**config.mk**
```make
export PLATFORM = sky130hd
export DESIGN_NAME = instruction_fetch
export DESIGN_NICKNAME = d
export VERILOG_FILES = /design/src/rtl/instruction_fetch_pkg.sv /design/src/rtl/instruction_fetch_program_counter.sv /design/src/rtl/instruction_fetch.sv
export SDC_FILE = /design/constraint.sdc
export NUM_CORES = 1
export LEC_CHECK = 0
export CAP_MARGIN = 20
export CELL_PAD_IN_SITES_DETAIL_PLACEMENT = 1
export CELL_PAD_IN_SITES_GLOBAL_PLACEMENT = 1
export CORE_MARGIN = 10
export CORE_UTILIZATION = 28
export CTS_BUF_LIST = sky130_fd_sc_hd__clkbuf_2
export CTS_CLUSTER_SIZE = 14
export DETAILED_ROUTE_END_ITERATION = 10
export GPL_TIMING_DRIVEN = 0
export PLACE_DENSITY_LB_ADDON = 0.1
export SLEW_MARGIN = 0
export SYNTH_ARGS = -nofsm -noshare
export SYNTH_HDL_FRONTEND = slang
export SYNTH_SLANG_ARGS = --single-unit
export TNS_END_PERCENT = 20
```
**constraint.sdc**
```tcl
create_clock -name i_clk -period 2.4 [get_ports i_clk]
set_input_delay 0.48 -clock i_clk [delete_from_list [all_inputs] [get_ports i_clk]]
set_output_delay 0.48 -clock i_clk [all_outputs]
set_load 0.05 [all_outputs]
```
**src/rtl/instruction_fetch_pkg.sv**
```systemverilog
// Shared RISC-V package: fetch-stage state type, NOP encoding and instruction field positions.
package pa_riscv;

    typedef enum logic [1:0] {
        FETCH_IDLE,
        FETCH_REQ,
        FETCH_HOLD,
        FETCH_HALT
    } fetchState_t;

    localparam logic [31:0] NOP_INSTR = 32'h0000_0013;

    localparam int unsigned OPCODE_LSB  = 0;
    localparam int unsigned OPCODE_MSB  = 6;
    localparam int unsigned FUNCT3_LSB  = 12;
    localparam int unsigned FUNCT3_MSB  = 14;
    localparam int unsigned FUNCT7_BIT5 = 30;

    function automatic logic isMisaligned(input logic [31:0] addr);
        return addr[1:0] != 2'b00;
    endfunction

endpackage

```
**src/rtl/instruction_fetch_program_counter.sv**
```systemverilog
// Program counter register with +4 adder, branch mux and sticky misaligned-target flag.
module program_counter
    import pa_riscv::*;
#(
    parameter logic [31:0] RESET_PC = 32'h0000_0000
) (
    input  logic        i_clk,
    input  logic        i_srst,
    input  logic        i_load,
    input  logic        i_branchSel,
    input  logic [31:0] i_target,
    output logic [31:0] o_pc,
    output logic [31:0] o_pcPlus4,
    output logic        o_misaligned
);

    assign o_pcPlus4 = o_pc + 32'd4;

    always_ff @(posedge i_clk) begin
        if (i_srst) begin
            o_pc         <= RESET_PC;
            o_misaligned <= 1'b0;
        end else if (i_load) begin
            if (!i_branchSel) begin
                o_pc <= o_pcPlus4;
            end else if (isMisaligned(i_target)) begin
                // a bad target leaves the PC on the offending branch
                o_misaligned <= 1'b1;
            end else begin
                o_pc <= i_target;
            end
        end
    end

endmodule

```
**src/rtl/instruction_fetch.sv**
```systemverilog
// Fetch stage: request/ack instruction fetch, instruction register and PC advance on retire.
module instruction_fetch
    import pa_riscv::*;
#(
    parameter logic [31:0] RESET_PC = 32'h0000_0000
) (
    input  logic        i_clk,
    input  logic        i_srst,
    output logic        o_imemReq,
    output logic [31:0] o_imemAddr,
    input  logic        i_imemAck,
    input  logic [31:0] i_imemData,
    output logic        o_instrValid,
    output logic [31:0] o_instr,
    output logic [6:0]  o_operand,
    output logic [2:0]  o_funct3,
    output logic        o_funct7bit5,
    output logic [31:0] o_pc,
    output logic [31:0] o_pcPlus4,
    input  logic        i_retire,
    input  logic        i_branchCondition,
    input  logic [31:0] i_branchTarget,
    output logic        o_misaligned
);

    fetchState_t state;
    logic        pcLoad;

    assign pcLoad = (state == FETCH_HOLD) && i_retire;

    program_counter #(
        .RESET_PC(RESET_PC)
    ) u_programCounter (
        .i_clk        (i_clk),
        .i_srst       (i_srst),
        .i_load       (pcLoad),
        .i_branchSel  (i_branchCondition),
        .i_target     (i_branchTarget),
        .o_pc         (o_pc),
        .o_pcPlus4    (o_pcPlus4),
        .o_misaligned (o_misaligned)
    );

    assign o_imemAddr   = o_pc;
    assign o_operand    = o_instr[OPCODE_MSB:OPCODE_LSB];
    assign o_funct3     = o_instr[FUNCT3_MSB:FUNCT3_LSB];
    assign o_funct7bit5 = o_instr[FUNCT7_BIT5];

    always_ff @(posedge i_clk) begin
        if (i_srst) begin
            state        <= FETCH_IDLE;
            o_imemReq    <= 1'b0;
            o_instrValid <= 1'b0;
            o_instr      <= NOP_INSTR;
        end else begin
            case (state)
                FETCH_IDLE: begin
                    state     <= FETCH_REQ;
                    o_imemReq <= 1'b1;
                end
                FETCH_REQ: begin
                    if (i_imemAck) begin
                        state        <= FETCH_HOLD;
                        o_imemReq    <= 1'b0;
                        o_instrValid <= 1'b1;
                        o_instr      <= i_imemData;
                    end
                end
                FETCH_HOLD: begin
                    if (i_retire) begin
                        o_instrValid <= 1'b0;
                        // same alignment test as the PC so HALT never issues a stray request
                        if (i_branchCondition && isMisaligned(i_branchTarget)) begin
                            state <= FETCH_HALT;
                        end else begin
                            state     <= FETCH_REQ;
                            o_imemReq <= 1'b1;
                        end
                    end
                end
                FETCH_HALT: begin
                    state <= FETCH_HALT;
                end
                default: begin
                    state <= FETCH_IDLE;
                end
            endcase
        end
    end

endmodule

```
==> results.py, run 1 <==
metrics = {
    "worst_hold_path": {
        "hold_path_class": "in2reg",
        "min_from": "i_imemData[3]",
        "holdPathEnd": "o_instr[3]",
        "hold-path-cell-count": 3,
    },
    "global_routing": {
        "grt_overflow_total": 0,
        "grt_max_degree": 13,
        "first_global_vias": 5211,
        "top_usage_layer": "met2",
        "gr-usage-met2_pct": 33.8,
        "track_usage_pct": 19.4,
        "antenna_found_initial": 0,
        "use_met1_pct": 21.9,
        "grt_pass1_wl_um": 30500,
        "met3_usage_pct": 6.43,
    },
    "detailed_routing": {
        "vias": 5093,
        "firstDrtPassIters": 5,
        "drt-vias-per-instance": 5.04,
        "routed_wl_um": 20800,
        "dr.first_iter.drc_count": 257,
        "routedWlPerCell_um": 20.6,
        "drc": 0,
        "antenna_left": 0,
    },
    "critical_path": {
        "r2r_setup_slack_ns": 0.07,
        "worstPathCellList": "buf_6 > buf_4 > nand3_4 > nor4_4 > buf_6 > nand4_1 > xnor2_4 > buf_6",
        "cp_slowest_stage_delay_ns": 0.41,
        "arrival_ns": 2.37,
        "r2r_cells": 6,
        "cp.required_ns": 1.92,
        "crit_path_end_kind": "output pin",
        "start_kind": "flip-flop",
        "worstSetupPathType": "reg2out",
        "timing.rr.end": "u_programCounter.o_pc[8]",
        "slowest_stage": "dfxtp_4",
        "crit_top_cell": "buf_6",
        "cp_max_fo": 4,
        "r2r-start": "state[0]",
    },
    "synthesis": {
        "yosys.area.top_type": "dfxtp_1",
        "synthFlopType": "dfxtp_1",
        "synthArstFlopShare_pct": 0,
        "synth_top_area_share_pct": 34.5,
        "ys_top_cells_by_area": "dfxtp_1 (35%), nand2_1 (11%), buf_4 (8.4%)",
        "synth_cell_types": 55,
        "synth_warnings": 0,
        "synth-edff-count": 0,
        "synth-seq-cells": 69,
        "yosysSeqAreaShare_pct": 34.5,
        "syn_inst": 527,
        "syn-num-nets": 597,
        "synth_area_per_cell_um2": 7.59,
        "netlist_area_mm2": 0.00400,
    },
    "clock_tree": {
        "cts_made_buffers": 9,
        "cts_hold_buffers": 0,
        "clkTransAtPathRegs_ns": 0.22,
        "cts_tree": "yes",
        "clock-root-buffer": "clkbuf_2",
        "clock_latency_ns": 0.56,
        "clock_path_buffers": 2,
        "cts_sinks": 69,
        "cts_max_level": 3,
    },
    "place": {
        "hpwlAfterDp_um": 14700,
        "routabilityCongestion": 0.855,
        "portBuffers": 210,
        "place_ws_ns": -0.964,
        "placed_cell_area_mm2": 0.00665,
    },
    "finish": {
        "nets": 895,
        "final_common_cell": "buf_4",
        "final_layout_size_suffix_gt1_share_pct": 36.3,
        "area_delta_synth_final_pct": 89.1,
        "fin_area_mm2": 0.00756,
        "layout_common_cells": "buf_4 (162), clkdlybuf4s50_1 (113), nand2_1 (108), a21oi_1 (58), dfxtp_1 (43)",
        "antennaDiodeCount": 0,
    },
    "timing": {
        "period_share_pct": 119,
        "min_period_ns": 2.85,
        "max-slew-margin-rel_pct": 45.0,
        "finalSetupTns_ns": -7.47,
        "tightest_slew_ns": 0.825,
        "fmax_ghz": 0.351,
        "clock_skew_ns": 0.0178,
        "layout_setup_ws_ns": -0.446,
        "report.final.slew_viol_count": 0,
        "final_hold_viol_count": 0,
        "rsz0062_at_grt": "yes",
        "setup_viol": 25,
    },
    "floorplan": {
        "die-height_um": 140,
        "start_util_pct": 28.7,
        "pin_count": 211,
        "die_area_mm2": 0.0195,
        "fp.dieW_um": 140,
        "rows": 43,
        "core-area_mm2": 0.0139,
    },
    "power": {
        "p_per_area_mw_per_mm2": 377,
        "p_leak_nw": 3.54,
        "ir_drop_mv": 0.213,
    },
    "outcome": {
        "violations": "negative setup slack",
        "status": "finished with violations",
    },
    "flow_run": {
        "maxCapViolations": 0,
    },
}
critical path: cells and delay by family, from the launching register on:
family,cells,cell delay [ns]
buffers and inverters,4,0.57
AND/OR/NAND/NOR,3,0.59
XOR/XNOR,1,0.23
flip-flops,1,0.41
kinds of logic (layout without fill, tap and decap cells):
group	after synthesis	in the layout	synth area share, %
flops	69	69	34.5
xor+xnor	28	28	6.13
buf+inv	86	389	12.4
fa+ha+maj	1	1	0.313
compound gates	124	124	19.2
simple gates	217	217	26.9
mux	2	2	0.500
cell type report:
type	count	area (µm²)
fillers	1641	6370
repair buffers	289	2640
multi-input cells	372	2560
flip-flops and latches	69	1460
plain buffers	78	493
well taps	180	225
clock inverters	6	111
clock buffers	10	50.0
inverters	6	22.5
synth_stat cells (8+ instances only):
cell type	count
nand2_1	112
dfxtp_1	69
a21oi_1	58
buf_4	45
nor2_1	30
clkbuf_1	27
o21ai_0	24
xnor2_1	17
and3_1	14
nand3_1	12
xor2_1	11
a32o_1	8
nor3_1	8
how the worst max path moves through the flow:
stage | startpoint | depth (start not counted) | to
floorplan | u_programCounter.o_pc[15] | 7 | o_pcPlus4[31]
detailed placement | u_programCounter.o_pc[13] | 7 | o_pcPlus4[31]
CTS | u_programCounter.o_pc[4] | 9 | o_pcPlus4[31]
global route | u_programCounter.o_pc[4] | 8 | o_pcPlus4[24]
finish | u_programCounter.o_pc[4] | 8 | o_pcPlus4[24]
global placement | u_programCounter.o_pc[13] | 7 | o_pcPlus4[31]
layer usage:
| metal | routed length, µm | part of all wire [%] | up-vias |
|---|---|---|---|
| met4 | 265 | 1.3 | 0 |
| met5 | 0 | 0 | - |
| met1 | 8090 | 39 | 2485 |
| met2 | 10700 | 52 | 200 |
| li1 | - | - | 2387 |
| met3 | 1740 | 8.3 | 21 |
state kept, by name, summed over array words and instances, names as in the netlist:
name	flops
o_imemReq	1
o_instr	32
state	2
u_programCounter.o_misaligned	1
u_programCounter.o_pc	32
o_instrValid	1
through the flow:
step | hold slack, ns | total power, W | cells | util, %
after floorplan | 0.495 | 0.00163 | 527 | -
after global placement | 0.441 | 0.00193 | 917 | 47.7
after detailed placement | 0.450 | 0.00195 | 917 | 47.7
after CTS | 0.379 | 0.00287 | 974 | 51.6
after global routing | 0.397 | 0.00296 | 1010 | 54.3
final | 0.434 | 0.00285 | 1010 | 54.3
power breakdown:
part / internal [W] / switching, W
Combinational: 0.000278 / 0.000429
Clock: 0.000454 / 0.000487
Sequential: 0.00117 / 0.0000364
repair_timing:
item,CTS,global route
pin swaps,19,21
cloned,1,0
endpoints found under the setup margin,81,57
setup buffers,40,38
gates resized for setup,287,52
endpoints found under the hold margin,0,0
Note: power is estimated with default switching activity, not from simulation.
==> inputs of run 2 (changes only) <==
--- a/config.mk
+++ b/config.mk
@@ -8,7 +8,6 @@
 export CAP_MARGIN = 20
 export CELL_PAD_IN_SITES_DETAIL_PLACEMENT = 1
 export CELL_PAD_IN_SITES_GLOBAL_PLACEMENT = 1
-export CORE_MARGIN = 10
 export CORE_UTILIZATION = 28
 export CTS_BUF_LIST = sky130_fd_sc_hd__clkbuf_2
 export CTS_CLUSTER_SIZE = 14
==> run 2 against run 1 <==
The run still ends with negative setup slack left. Clock power down 13%. Hold slack worse by 0.0019 ns. Final area down 0.45%. Worst setup slack worse by 0.0063 ns. Clock-buffer cell count unchanged. First-iteration DRC count down 18%.
==> results.py, run 2 (synthesis results as in run 1) <==
metrics = {
    "outcome": {
        "status": "finished with violations",
        "violations": "negative setup slack",
    },
    "detailed_routing": {
        "vias": 5020,
        "routedWlPerCell_um": 18.1,
        "dr.first_iter.drc_count": 210,
        "drc": 0,
        "antenna_left": 0,
        "routed_wl_um": 18200,
        "firstDrtPassIters": 4,
        "drt-vias-per-instance": 5.00,
    },
    "power": {
        "ir_drop_mv": 0.309,
        "p_per_area_mw_per_mm2": 363,
        "p_leak_nw": 3.48,
    },
    "timing": {
        "finalSetupTns_ns": -8.20,
        "final_hold_viol_count": 0,
        "tightest_slew_ns": 0.730,
        "period_share_pct": 119,
        "layout_setup_ws_ns": -0.452,
        "clock_skew_ns": 0.0229,
        "max-slew-margin-rel_pct": 51.1,
        "setup_viol": 25,
        "report.final.slew_viol_count": 0,
        "min_period_ns": 2.85,
        "whs_ns": 0.432,
        "rsz0062_at_grt": "yes",
        "fmax_ghz": 0.351,
    },
    "global_routing": {
        "first_global_vias": 4986,
        "track_usage_pct": 23.8,
        "antenna_found_initial": 0,
        "grt_overflow_total": 0,
        "grt_pass1_wl_um": 26800,
        "grt_max_degree": 13,
    },
    "critical_path": {
        "cp.required_ns": 1.92,
        "r2r_setup_slack_ns": 0.08,
        "slowest_stage": "dfxtp_4",
        "r2r-start": "state[0]",
        "start_kind": "flip-flop",
        "arrival_ns": 2.37,
        "critPathTopFamily": "simple AND/OR/NAND/NOR gates",
        "crit_path_end_kind": "output pin",
        "cp_max_fo": 6,
        "cp_slowest_stage_delay_ns": 0.43,
        "worstPathCellList": "buf_4 > nand4_4 > nor4_4 > buf_4 > buf_6 > and3_4 > xor2_2 > buf_6",
        "timing.rr.end": "u_programCounter.o_pc[15]",
        "cp.depth": 8,
        "worstSetupPathType": "reg2out",
        "cp_num_buf_inv": 4,
        "r2r_cells": 6,
    },
    "finish": {
        "top_regs": "o_instr: 32 flops, u_programCounter.o_pc: 32 flops, state: 2 flops",
        "area_delta_synth_final_pct": 88.3,
        "final_layout_size_suffix_gt1_share_pct": 35.9,
        "antennaDiodeCount": 0,
        "nFillCells": 1626,
        "final_common_cell": "buf_4",
        "nets": 890,
        "layout_common_cells": "buf_4 (156), clkdlybuf4s50_1 (115), nand2_1 (107), a21oi_1 (58), dfxtp_1 (44)",
        "fin_area_mm2": 0.00753,
    },
    "worst_hold_path": {
        "min_from": "i_imemData[29]",
        "hold-path-cell-count": 3,
        "hold_path_class": "in2reg",
        "holdPathEnd": "o_instr[29]",
    },
    "place": {
        "routabilityCongestion": 0.807,
        "portBuffers": 210,
        "place_ws_ns": -1.00,
        "hpwlAfterDp_um": 12700,
        "placed_cell_area_mm2": 0.00665,
    },
    "clock_tree": {
        "clock-root-buffer": "clkbuf_2",
        "cts_tree": "yes",
        "cts_sinks": 69,
        "clkTransAtPathRegs_ns": 0.22,
        "cts_made_buffers": 9,
        "cts_max_level": 3,
        "clock_latency_ns": 0.56,
        "cts_hold_buffers": 0,
        "clock_path_buffers": 2,
    },
    "floorplan": {
        "fp.dieW_um": 122,
        "pin_count": 211,
        "die-height_um": 122,
        "die_area_mm2": 0.0148,
        "start_util_pct": 28.7,
        "core-area_mm2": 0.0139,
        "rows": 43,
    },
    "flow_run": {
        "maxCapViolations": 0,
    },
}
[run 2: changes by cell type in the layout (fill, tap and decap cells not counted), moves of 2 or more]
cell / before / now
buf_4: 162 / 156
buf_2: 2 / 0
clkdlybuf4s50_1: 113 / 115
inv_4: 0 / 2
nand2_2: 2 / 4
xnor2_2: 9 / 7
xnor2_4: 6 / 8
[run 2: worst max-delay path by stage]
stage / startpoint / endpoint / slack, ns
global route: u_programCounter.o_pc[12] / o_pcPlus4[23] / -0.56
floorplan: u_programCounter.o_pc[15] / o_pcPlus4[31] / -0.12
finish: u_programCounter.o_pc[2] / o_pcPlus4[23] / -0.45
CTS: u_programCounter.o_pc[5] / o_pcPlus4[31] / -0.54
global placement: u_programCounter.o_pc[13] / o_pcPlus4[31] / -0.96
detailed placement: u_programCounter.o_pc[13] / o_pcPlus4[31] / -1.00
[run 2: worst register-to-register path, stage by stage (launching register included)]
cell      delay (ns)
dfxtp_1         0.34
clkbuf_1        0.19
nor3_2          0.67
clkbuf_1        0.51
o21ai_0         0.21
a22oi_1         0.20
nor2_1          0.08
[run 2: area by class of cell]
cell class                      instances  area [µm²]  area share, %
Inverter                                6        22.5          0.299
Multi-Input combinational cell        372        2580           34.3
Clock buffer                           10        50.0          0.665
Buffer                                 78         497           6.60
Timing Repair Buffer                  284        2610           34.7
Clock inverter                          6        85.1           1.13
Tap cell                              180         225           2.99
Sequential cell                        69        1460           19.4
[run 2: routing by layer]
metal,track usage (%),vias up,share of wire [%]
met5,0,-,0
met4,8.80,0,1.7
met3,5.17,21,7.1
met2,40.0,175,49
met1,29.5,2460,42
li1,-,2364,-
[run 2: repair_timing]
| item | 4_1_cts | 5_1_grt |
|---|---|---|
| pin swaps | 16 | 22 |
| resized for setup | 287 | 49 |
| setup buffers | 39 | 35 |
| endpoints found under the setup margin | 81 | 45 |
[run 2: power breakdown]
group / switching [W] / internal, W / total, W / leakage, nW
combinational: 0.000425 / 0.000281 / 0.000706 / 2.82
clock: 0.000470 / 0.000350 / 0.000820 / 0.0844
sequential: 0.0000361 / 0.00117 / 0.00121 / 0.578
total: 0.000931 / 0.00180 / 0.00273 / 3.48
[run 2: per-stage QoR]
step / power [W] / instances / utilization [%]
3_3_place_gp: 0.00193 / 917 / 47.7
2_1_floorplan: 0.00163 / 527 / -
3_5_place_dp: 0.00194 / 917 / 47.7
6_report: 0.00273 / 1005 / 54.0
4_1_cts: 0.00276 / 972 / 51.5
5_1_grt: 0.00285 / 1005 / 54.0
